File: src/rtl/risc_spm_pkg.sv
// Shared definitions for the RISC SPM control path: widths, opcodes,
// controller state encodings and bus mux select codes.
package risc_spm_pkg;

  localparam int WORD_SIZE  = 8;
  localparam int OP_SIZE    = 4;
  localparam int STATE_SIZE = 4;
  localparam int SEL1_SIZE  = 3;
  localparam int SEL2_SIZE  = 2;

  localparam logic [OP_SIZE-1:0] OP_NOP = 4'd0;
  localparam logic [OP_SIZE-1:0] OP_ADD = 4'd1;
  localparam logic [OP_SIZE-1:0] OP_SUB = 4'd2;
  localparam logic [OP_SIZE-1:0] OP_AND = 4'd3;
  localparam logic [OP_SIZE-1:0] OP_NOT = 4'd4;
  localparam logic [OP_SIZE-1:0] OP_RD  = 4'd5;
  localparam logic [OP_SIZE-1:0] OP_WR  = 4'd6;
  localparam logic [OP_SIZE-1:0] OP_BR  = 4'd7;
  localparam logic [OP_SIZE-1:0] OP_BRZ = 4'd8;

  typedef enum logic [STATE_SIZE-1:0] {
    S_IDLE = 4'd0,
    S_FET1 = 4'd1,
    S_FET2 = 4'd2,
    S_DEC  = 4'd3,
    S_EX1  = 4'd4,
    S_RD1  = 4'd5,
    S_RD2  = 4'd6,
    S_WR1  = 4'd7,
    S_WR2  = 4'd8,
    S_BR1  = 4'd9,
    S_BR2  = 4'd10,
    S_HALT = 4'd11
  } state_t;

  localparam logic [SEL1_SIZE-1:0] SEL_R0 = 3'd0;
  localparam logic [SEL1_SIZE-1:0] SEL_R1 = 3'd1;
  localparam logic [SEL1_SIZE-1:0] SEL_R2 = 3'd2;
  localparam logic [SEL1_SIZE-1:0] SEL_R3 = 3'd3;
  localparam logic [SEL1_SIZE-1:0] SEL_PC = 3'd4;

  localparam logic [SEL2_SIZE-1:0] SEL_ALU  = 2'd0;
  localparam logic [SEL2_SIZE-1:0] SEL_BUS1 = 2'd1;
  localparam logic [SEL2_SIZE-1:0] SEL_MEM  = 2'd2;

  // Register-file field to one-hot load strobe vector, bit n = load_r<n>.
  function automatic logic [3:0] reg_onehot(input logic [1:0] field);
    return 4'b0001 << field;
  endfunction

endpackage

File: src/rtl/control_unit_if.sv
// Control/status bundle between control_unit (master) and the
// processing_unit datapath (slave).
interface control_unit_if;
  import risc_spm_pkg::*;

  logic [WORD_SIZE-1:0] instruction;
  logic                 zero_flag;

  logic load_r0;
  logic load_r1;
  logic load_r2;
  logic load_r3;
  logic load_pc;
  logic load_y;
  logic load_z;
  logic load_ir;
  logic load_addr;
  logic inc_pc;
  logic [SEL1_SIZE-1:0] sel_bus_1_mux;
  logic [SEL2_SIZE-1:0] sel_bus_2_mux;
  logic write;
  logic halted;

  modport master (
    input  instruction, zero_flag,
    output load_r0, load_r1, load_r2, load_r3,
           load_pc, load_y, load_z, load_ir, load_addr, inc_pc,
           sel_bus_1_mux, sel_bus_2_mux, write, halted
  );

  modport slave (
    output instruction, zero_flag,
    input  load_r0, load_r1, load_r2, load_r3,
           load_pc, load_y, load_z, load_ir, load_addr, inc_pc,
           sel_bus_1_mux, sel_bus_2_mux, write, halted
  );

endinterface

File: src/rtl/control_unit.sv
// Multi-cycle fetch/decode/execute sequencer for the 8-bit RISC SPM.
// Outputs are purely combinational from state, instruction and zero_flag.
module control_unit
  import risc_spm_pkg::*;
(
  input  logic           clk,
  input  logic           rst,
  control_unit_if.master bus
);

  state_t state;
  state_t state_next;

  logic [OP_SIZE-1:0]   opcode;
  logic [1:0]           src;
  logic [1:0]           dest;
  logic [SEL1_SIZE-1:0] src_sel;
  logic [SEL1_SIZE-1:0] dest_sel;

  logic [3:0]           load_r;
  logic                 load_pc;
  logic                 load_y;
  logic                 load_z;
  logic                 load_ir;
  logic                 load_addr;
  logic                 inc_pc;
  logic [SEL1_SIZE-1:0] sel1;
  logic [SEL2_SIZE-1:0] sel2;
  logic                 write;
  logic                 halted;

  assign opcode   = bus.instruction[7:4];
  assign src      = bus.instruction[3:2];
  assign dest     = bus.instruction[1:0];
  assign src_sel  = {1'b0, src};
  assign dest_sel = {1'b0, dest};

  always_ff @(posedge clk or negedge rst) begin
    if (!rst) state <= S_IDLE;
    else      state <= state_next;
  end

  always_comb begin
    state_next = S_IDLE;
    case (state)
      S_IDLE: state_next = S_FET1;
      S_FET1: state_next = S_FET2;
      S_FET2: state_next = S_DEC;
      S_DEC: begin
        case (opcode)
          OP_NOP:                 state_next = S_FET1;
          OP_ADD, OP_SUB, OP_AND: state_next = S_EX1;
          OP_NOT:                 state_next = S_FET1;
          OP_RD:                  state_next = S_RD1;
          OP_WR:                  state_next = S_WR1;
          OP_BR:                  state_next = S_BR1;
          OP_BRZ:                 state_next = bus.zero_flag ? S_BR1 : S_FET1;
          default:                state_next = S_HALT;
        endcase
      end
      S_EX1:  state_next = S_FET1;
      S_RD1:  state_next = S_RD2;
      S_RD2:  state_next = S_FET1;
      S_WR1:  state_next = S_WR2;
      S_WR2:  state_next = S_FET1;
      S_BR1:  state_next = S_BR2;
      S_BR2:  state_next = S_FET1;
      S_HALT: state_next = S_HALT;
      default: state_next = S_IDLE;
    endcase
  end

  // Operand-address fetch (PC onto bus_1, into the address register) is
  // shared by RD, WR, BR and taken BRZ in the decode state.
  always_comb begin
    load_r    = '0;
    load_pc   = 1'b0;
    load_y    = 1'b0;
    load_z    = 1'b0;
    load_ir   = 1'b0;
    load_addr = 1'b0;
    inc_pc    = 1'b0;
    sel1      = SEL_R0;
    sel2      = SEL_ALU;
    write     = 1'b0;
    halted    = 1'b0;
    case (state)
      S_FET1: begin
        sel1      = SEL_PC;
        sel2      = SEL_BUS1;
        load_addr = 1'b1;
      end
      S_FET2: begin
        sel2    = SEL_MEM;
        load_ir = 1'b1;
        inc_pc  = 1'b1;
      end
      S_DEC: begin
        case (opcode)
          OP_ADD, OP_SUB, OP_AND: begin
            sel1   = src_sel;
            sel2   = SEL_BUS1;
            load_y = 1'b1;
          end
          OP_NOT: begin
            sel1   = src_sel;
            sel2   = SEL_ALU;
            load_z = 1'b1;
            load_r = reg_onehot(dest);
          end
          OP_RD, OP_WR, OP_BR: begin
            sel1      = SEL_PC;
            sel2      = SEL_BUS1;
            load_addr = 1'b1;
          end
          OP_BRZ: begin
            if (bus.zero_flag) begin
              sel1      = SEL_PC;
              sel2      = SEL_BUS1;
              load_addr = 1'b1;
            end else begin
              inc_pc = 1'b1;
            end
          end
          default: ;
        endcase
      end
      S_EX1: begin
        sel1   = dest_sel;
        sel2   = SEL_ALU;
        load_z = 1'b1;
        load_r = reg_onehot(dest);
      end
      S_RD1, S_WR1: begin
        sel2      = SEL_MEM;
        load_addr = 1'b1;
        inc_pc    = 1'b1;
      end
      S_RD2: begin
        sel2   = SEL_MEM;
        load_r = reg_onehot(dest);
      end
      S_WR2: begin
        sel1  = src_sel;
        write = 1'b1;
      end
      S_BR1: begin
        sel2      = SEL_MEM;
        load_addr = 1'b1;
      end
      S_BR2: begin
        sel2    = SEL_MEM;
        load_pc = 1'b1;
      end
      S_HALT: halted = 1'b1;
      default: ;
    endcase
  end

  assign bus.load_r0       = load_r[0];
  assign bus.load_r1       = load_r[1];
  assign bus.load_r2       = load_r[2];
  assign bus.load_r3       = load_r[3];
  assign bus.load_pc       = load_pc;
  assign bus.load_y        = load_y;
  assign bus.load_z        = load_z;
  assign bus.load_ir       = load_ir;
  assign bus.load_addr     = load_addr;
  assign bus.inc_pc        = inc_pc;
  assign bus.sel_bus_1_mux = sel1;
  assign bus.sel_bus_2_mux = sel2;
  assign bus.write         = write;
  assign bus.halted        = halted;

endmodule

File: src/flat_wrapper.sv
// flat-port wrapper written by rule: the top's interface ports become plain ports
module control_unit_flat import risc_spm_pkg::*;
  (clk, rst, bus_instruction, bus_zero_flag, bus_load_r0, bus_load_r1, bus_load_r2, bus_load_r3, bus_load_pc, bus_load_y, bus_load_z, bus_load_ir, bus_load_addr, bus_inc_pc, bus_sel_bus_1_mux, bus_sel_bus_2_mux, bus_write, bus_halted);
  control_unit_if bus_i ();
  input  logic clk;
  input  logic rst;
  input wire logic [$bits(bus_i.instruction)-1:0] bus_instruction;
  input wire logic [$bits(bus_i.zero_flag)-1:0] bus_zero_flag;
  output wire logic [$bits(bus_i.load_r0)-1:0] bus_load_r0;
  output wire logic [$bits(bus_i.load_r1)-1:0] bus_load_r1;
  output wire logic [$bits(bus_i.load_r2)-1:0] bus_load_r2;
  output wire logic [$bits(bus_i.load_r3)-1:0] bus_load_r3;
  output wire logic [$bits(bus_i.load_pc)-1:0] bus_load_pc;
  output wire logic [$bits(bus_i.load_y)-1:0] bus_load_y;
  output wire logic [$bits(bus_i.load_z)-1:0] bus_load_z;
  output wire logic [$bits(bus_i.load_ir)-1:0] bus_load_ir;
  output wire logic [$bits(bus_i.load_addr)-1:0] bus_load_addr;
  output wire logic [$bits(bus_i.inc_pc)-1:0] bus_inc_pc;
  output wire logic [$bits(bus_i.sel_bus_1_mux)-1:0] bus_sel_bus_1_mux;
  output wire logic [$bits(bus_i.sel_bus_2_mux)-1:0] bus_sel_bus_2_mux;
  output wire logic [$bits(bus_i.write)-1:0] bus_write;
  output wire logic [$bits(bus_i.halted)-1:0] bus_halted;
  assign bus_i.instruction = bus_instruction;
  assign bus_i.zero_flag = bus_zero_flag;
  assign bus_load_r0 = bus_i.load_r0;
  assign bus_load_r1 = bus_i.load_r1;
  assign bus_load_r2 = bus_i.load_r2;
  assign bus_load_r3 = bus_i.load_r3;
  assign bus_load_pc = bus_i.load_pc;
  assign bus_load_y = bus_i.load_y;
  assign bus_load_z = bus_i.load_z;
  assign bus_load_ir = bus_i.load_ir;
  assign bus_load_addr = bus_i.load_addr;
  assign bus_inc_pc = bus_i.inc_pc;
  assign bus_sel_bus_1_mux = bus_i.sel_bus_1_mux;
  assign bus_sel_bus_2_mux = bus_i.sel_bus_2_mux;
  assign bus_write = bus_i.write;
  assign bus_halted = bus_i.halted;
  control_unit u_core (.clk(clk), .rst(rst), .bus(bus_i));
endmodule
File: config.mk
export PLATFORM = sky130hd
export DESIGN_NAME = control_unit_flat
export DESIGN_NICKNAME = d
export VERILOG_FILES = /design/src/rtl/risc_spm_pkg.sv /design/src/rtl/control_unit_if.sv /design/src/rtl/control_unit.sv /design/src/flat_wrapper.sv
export SDC_FILE = /design/constraint.sdc
export NUM_CORES = 1
export LEC_CHECK = 0
export ABC_CLOCK_PERIOD_IN_PS = 1900
export CORE_MARGIN = 2
export CORE_UTILIZATION = 35
export DETAILED_ROUTE_END_ITERATION = 8
export PLACE_DENSITY = 0.79
export SYNTH_ARGS = -nofsm -noshare
export SYNTH_HDL_FRONTEND = slang
export SYNTH_SLANG_ARGS = --single-unit
File: constraint.sdc
create_clock -name clk -period 1.9 [get_ports clk]
set_input_delay 0.38 -clock clk [delete_from_list [all_inputs] [get_ports clk]]
set_output_delay 0.38 -clock clk [all_outputs]
set_load 0.01 [all_outputs]
### Yosys cells after proc, flatten, opt, wreduce, memory -nomap -nowiden

Cells that the tools add are included.

| storage, ports and cells | value |
|---|---|
| bits in registers | 4 |
| input bits | 11 |
| logic and storage cells | 58 |

| cells by class | value |
|---|---|
| eq/ne operators | 19 |
| shifts and indexed selects | 1 |
| mux-type cells | 25 |
| reductions and logical operators | 12 |

Operator list:

| cell | count |
|---|---|
| $eq 4x3->1 const B | 8 |
| $pmux 4 s8 | 1 |
| $pmux 4 s6 | 1 |
| $eq 4x4->1 const B | 5 |
| $eq 4x2->1 const B | 4 |
| $pmux 3 s4 | 1 |
| $reduce_or 6->1 | 2 |
| $mux 1 | 11 |
| $pmux 3 s3 | 1 |
| $reduce_or 3->1 | 3 |
| $eq 4x1->1 const B | 2 |
| $logic_not 4->1 | 2 |
| $mux 4 | 2 |
| $pmux 1 s2 | 4 |
| $pmux 4 s2 | 1 |
| $reduce_or 4->1 | 2 |
| $pmux 2 s3 | 1 |
| $reduce_or 5->1 | 1 |
| $pmux 2 s2 | 1 |
| $reduce_or 2->1 | 2 |
| $shl 1x2->4 const A | 1 |
| $mux 3 | 1 |

### Longest topological paths before layout

Gate-level depths: netlist (run 1).

| depth | value |
|---|---|
| depth in word-level cells | 4 |
| depth in mapped cells | 5 |
| depth with buffers taken out | 4 |

### Worst setup path before layout (run 1)

No wires, ideal clock.

| timing path | value |
|---|---|
| path type | input -> output |
| start point | in bus_instruction[7] |
| end point | out bus_sel_bus_1_mux[2] |
| data arrival time | 1400 ps |
| required time | 1520 ps |
| path slack | 120 ps |
| stages on the path | 5 |
| path buffers | 1 |
| cell sequence | buf_6 -> or4b_4 -> nor2_4 -> a21oi_1 -> a211oi_2 |

| between the ends | value |
|---|---|
| longest elaborated chain between the ends | 4 |

RTL lines:

| item | RTL line | RTL |
|---|---|---|
| start: declaration | flat_wrapper.sv:7 | `input wire logic [$bits(bus_i.instruction)-1:0] bus_instruction;` |
| $eq 4x1->1, or another cell as far along | control_unit.sv:99 | `case (opcode)` |
| $reduce_or 4->1 (no line) or $reduce_or 3->1 (tied branches) | n/a |  |
| $pmux 3 s3 * | control_unit.sv:99 |  |
| $pmux 3 s4 * | control_unit.sv:87 | `case (state)` |
| end: declaration | flat_wrapper.sv:19 | `output wire logic [$bits(bus_i.sel_bus_1_mux)-1:0] bus_sel_bus_1_mux;` |

Mark *: on every way between the ends. The rest lies on a longest branch, timed or not.

### Worst setup path in the final report (run 1)

| timing path | value |
|---|---|
| start point | reg u_core.state[2] |
| end point | out bus_load_r2 |

| between the ends | value |
|---|---|
| longest elaborated chain between the ends | 3 |

RTL lines:

| item | RTL line | RTL |
|---|---|---|
| start: declaration | control_unit.sv:11 | `state_t state;` |
| start signal: assignment | control_unit.sv:40 | `else state <= state_next;` |
| $eq 4x3->1 | control_unit.sv:87 |  |
| $reduce_or 2->1 (no line) | n/a |  |
| $pmux 4 s2 * | control_unit.sv:87 |  |
| end: declaration | flat_wrapper.sv:11 | `output wire logic [$bits(bus_i.load_r2)-1:0] bus_load_r2;` |

Marked as above.

==> results of run 1 <==
cell type report:
cell class,instances,area share [%]
Multi-Input combinational cell,62,44.7
Timing Repair Buffer,59,41.7
Sequential cell,4,8.85
Clock buffer,3,1.99
Tap cell,16,1.77
Inverter,3,0.996
cells in the final DEF, fill, tap and decap left out, types with 3 or more instances in the layout:
master / instances
o31ai_1: 3
dfrtp_1: 4
nand2b_1: 3
buf_6: 6
a21oi_1: 3
nand2_1: 3
clkdlybuf4s50_1: 5
buf_4: 29
a211oi_2: 3
clkbuf_4: 3
buf_2: 11
nor2_4: 3
nor2_1: 6
cell families (layout without fill, tap and decap cells):
| group | after synthesis | after routing |
|---|---|---|
| simple gates | 35 | 35 |
| compound gates | 25 | 25 |
| buf+inv | 10 | 65 |
| flops | 4 | 4 |
| xor+xnor | 1 | 1 |
| mux | 1 | 1 |
timing repair:
action	CTS	global route
pin swaps	13	11
cloned	0	0
hold buffers	0	0
endpoints found under the setup margin	17	14
buffers inserted	6	6
resized for setup	88	14
path summary, 6_finish.rpt:
path                                         start         endpoint  cells after the start
worst min register to register     u_core.state[0]  u_core.state[0]                      2
worst max register to register     u_core.state[2]  u_core.state[2]                      5
min in group clk                bus_instruction[4]  u_core.state[2]                      5
worst max-delay path               u_core.state[2]      bus_load_r2                      7
worst min-delay path                           rst  u_core.state[2]                      1
max in group asynchronous                      rst  u_core.state[3]                      1
where the power goes:
group / switching [W] / internal (W) / total, W
combinational: 0.0000387 / 0.0000476 / 0.0000863
sequential: 0 / 0.0000856 / 0.0000856
clock: 0.0000398 / 0.0000710 / 0.000111
total: 0.0000785 / 0.000204 / 0.000283
layer usage:
layer / share of wire (%) / GRT usage [%]
met2: 53 / 38.3
met3: 5.5 / 1.22
met5: 0 / 0
met4: 2.4 / 9.09
met1: 39 / 26.8
per-stage QoR:
stage	hold slack, ns	instances	worst slack (ns)	util [%]
2_1_floorplan	0.0844	76	0.120	-
3_3_place_gp	0.587	132	-0.874	64.1
3_5_place_dp	0.599	132	-0.920	64.1
4_1_cts	0.347	141	-0.238	68.8
5_1_grt	0.362	147	-0.275	74.2
6_report	0.342	147	-0.223	74.2
==> qor.yml, run 1 <==
worst_setup_path:
  worst-setup-path-type: "reg2out"
  critPathRequiredTime_ns: 1.52
  cp-end-kind: "output pin"
  max_stage_delay_ns: 0.39
  critical-path-slowest-cell: "dfrtp_1"
  critPathTopFamily: "simple AND/OR/NAND/NOR gates"
  cp_cell_sequence: "or2_4 > o41ai_4 > buf_4 > buf_6 > nand2_4 > nor2_4 > buf_6"
  path_buf_inv: 3
  cpMostUsedCell: "buf_6"
  crit_fanout: 3
  startpoint_type: "flop"
  worstPathArrival_ns: 1.74
  rrSetupSlack_ns: 0.49
floorplan:
  start_util_pct: 37.8
  core_sq_um: 1520
  design.die.area_sq_um: 1980
  die_w_um: 44.6
  rows: 14
  die_y_um: 44.6
  pin_count: 28
global_routing:
  grt_usage_pct: 21.6
  grt_max_degree: 15
  grt_pass1_vias: 759
  grt_overflow: 0
  grt_pass1_wl_mm: 3.23
  antenna_found_initial: 0
power_and_ir_drop:
  powerDensity_nw_per_um2: 250
  finalPower_w: 0.000283
  cellLeakagePower_nw: 0.574
  ir_worst_vdd_v: 0.000233
route:
  firstDrtPassIters: 4
  routed_wl_mm: 2.33
  avgViaCountPerCell: 5.70
  ant_nets: 0
  drc: 0
  num_vias: 838
  drtIter0Drc: 35
  wire_per_inst_um: 15.8
synth:
  yosysSeqAreaShare_pct: 17.4
  synth_cells: 76
  synth.avg_cell_area_sq_um: 7.57
  synth_top_family_by_area: "simple AND/OR/NAND/NOR gates"
  synth_compound_area_share_pct: 33.0
  ys_async_sr_fraction_pct: 100
  yosys_most_used_dff: "dfrtp_1"
  synthAdderAreaFrac_pct: 0
  synth_cell_type_count: 39
  synth_xor_area_share_pct: 1.52
  yosysMostFrequentCell: "nor2_1"
  synth_mux_area_share_pct: 1.74
  synth-simple-area-share_pct: 37.6
  syn_area_sq_um: 576
  synth_top_area_share_pct: 17.4
  synth_commonest_cells: "nor2_1 (8), a21oi_1 (5), dfrtp_1 (4), nand2_1 (4)"
  ys_warn_count: 0
  syn_nets: 87
  yosys_register_bits: 4
  synth-edff-count: 0
  ys_top_cells_by_area: "dfrtp_1 (17%), nor2_1 (5.2%), a211oi_2 (4.3%), a21oi_1 (4.3%), o31ai_1 (3.9%)"
  synth_top_area_cell: "dfrtp_1"
cells_and_area:
  antenna-diode-count: 0
  multi_input_area_sq_um: 505
  area_delta_synth_final_pct: 96.5
  final_area_sq_um: 1130
  largest_register_ffs: 4
  regArea_sq_um: 100
  final_nets: 144
  regMostFlops: "u_core.state"
  layout-drive-gt1-share_pct: 57.3
  reg_top3: "u_core.state: 4 flops"
  fillers: 102
run_status:
  violations: "setup timing"
  status: "complete, but fails checks"
cts:
  cts_tree: "done"
  cts_root_buf: "clkbuf_4"
  cts_buffer_depth: 2
  path_clk_slew_ns: 0.04
  cts_buffers: 3
  htree_levels: 1
  cts_sinks: 4
  clk_latency_ns: 0.24
sta:
  fin_ws_ns: -0.223
  layout_min_cycle_time_ns: 2.12
  fmax_mhz: 471
  fin_skew_ns: 0.00526
  drv_slew: 0
  relSlewSlack_pct: 72.1
  fin_crit_sh_pct: 112
  finalSetupViolations: 11
  grt_setup_unrepaired: "true"
  fin_setup_tns_ns: -1.00
  finalHoldViolations: 0
  worst_pin_slew_ns: 0.408
placement:
  gp_congestion: 0.780
  placed_cell_area_sq_um: 977
  io_buffers: 27
  dpl.hpwl_mm: 1.43
flow_run:
  maxCapViolCount: 0
min_path:
  min_path_type: "in2async"
No activity file was read; power rests on OpenSTA's default activity.
==> run 2, diff against run 1 <==
--- a/config.mk
+++ b/config.mk
@@ -6,6 +6,7 @@
 export NUM_CORES = 1
 export LEC_CHECK = 0
 export ABC_CLOCK_PERIOD_IN_PS = 1900
+export CAP_MARGIN = 20
 export CORE_MARGIN = 2
 export CORE_UTILIZATION = 35
 export DETAILED_ROUTE_END_ITERATION = 8
==> results of run 2 <==
The final DEF is identical to that of run 1; final timing and power are the same.
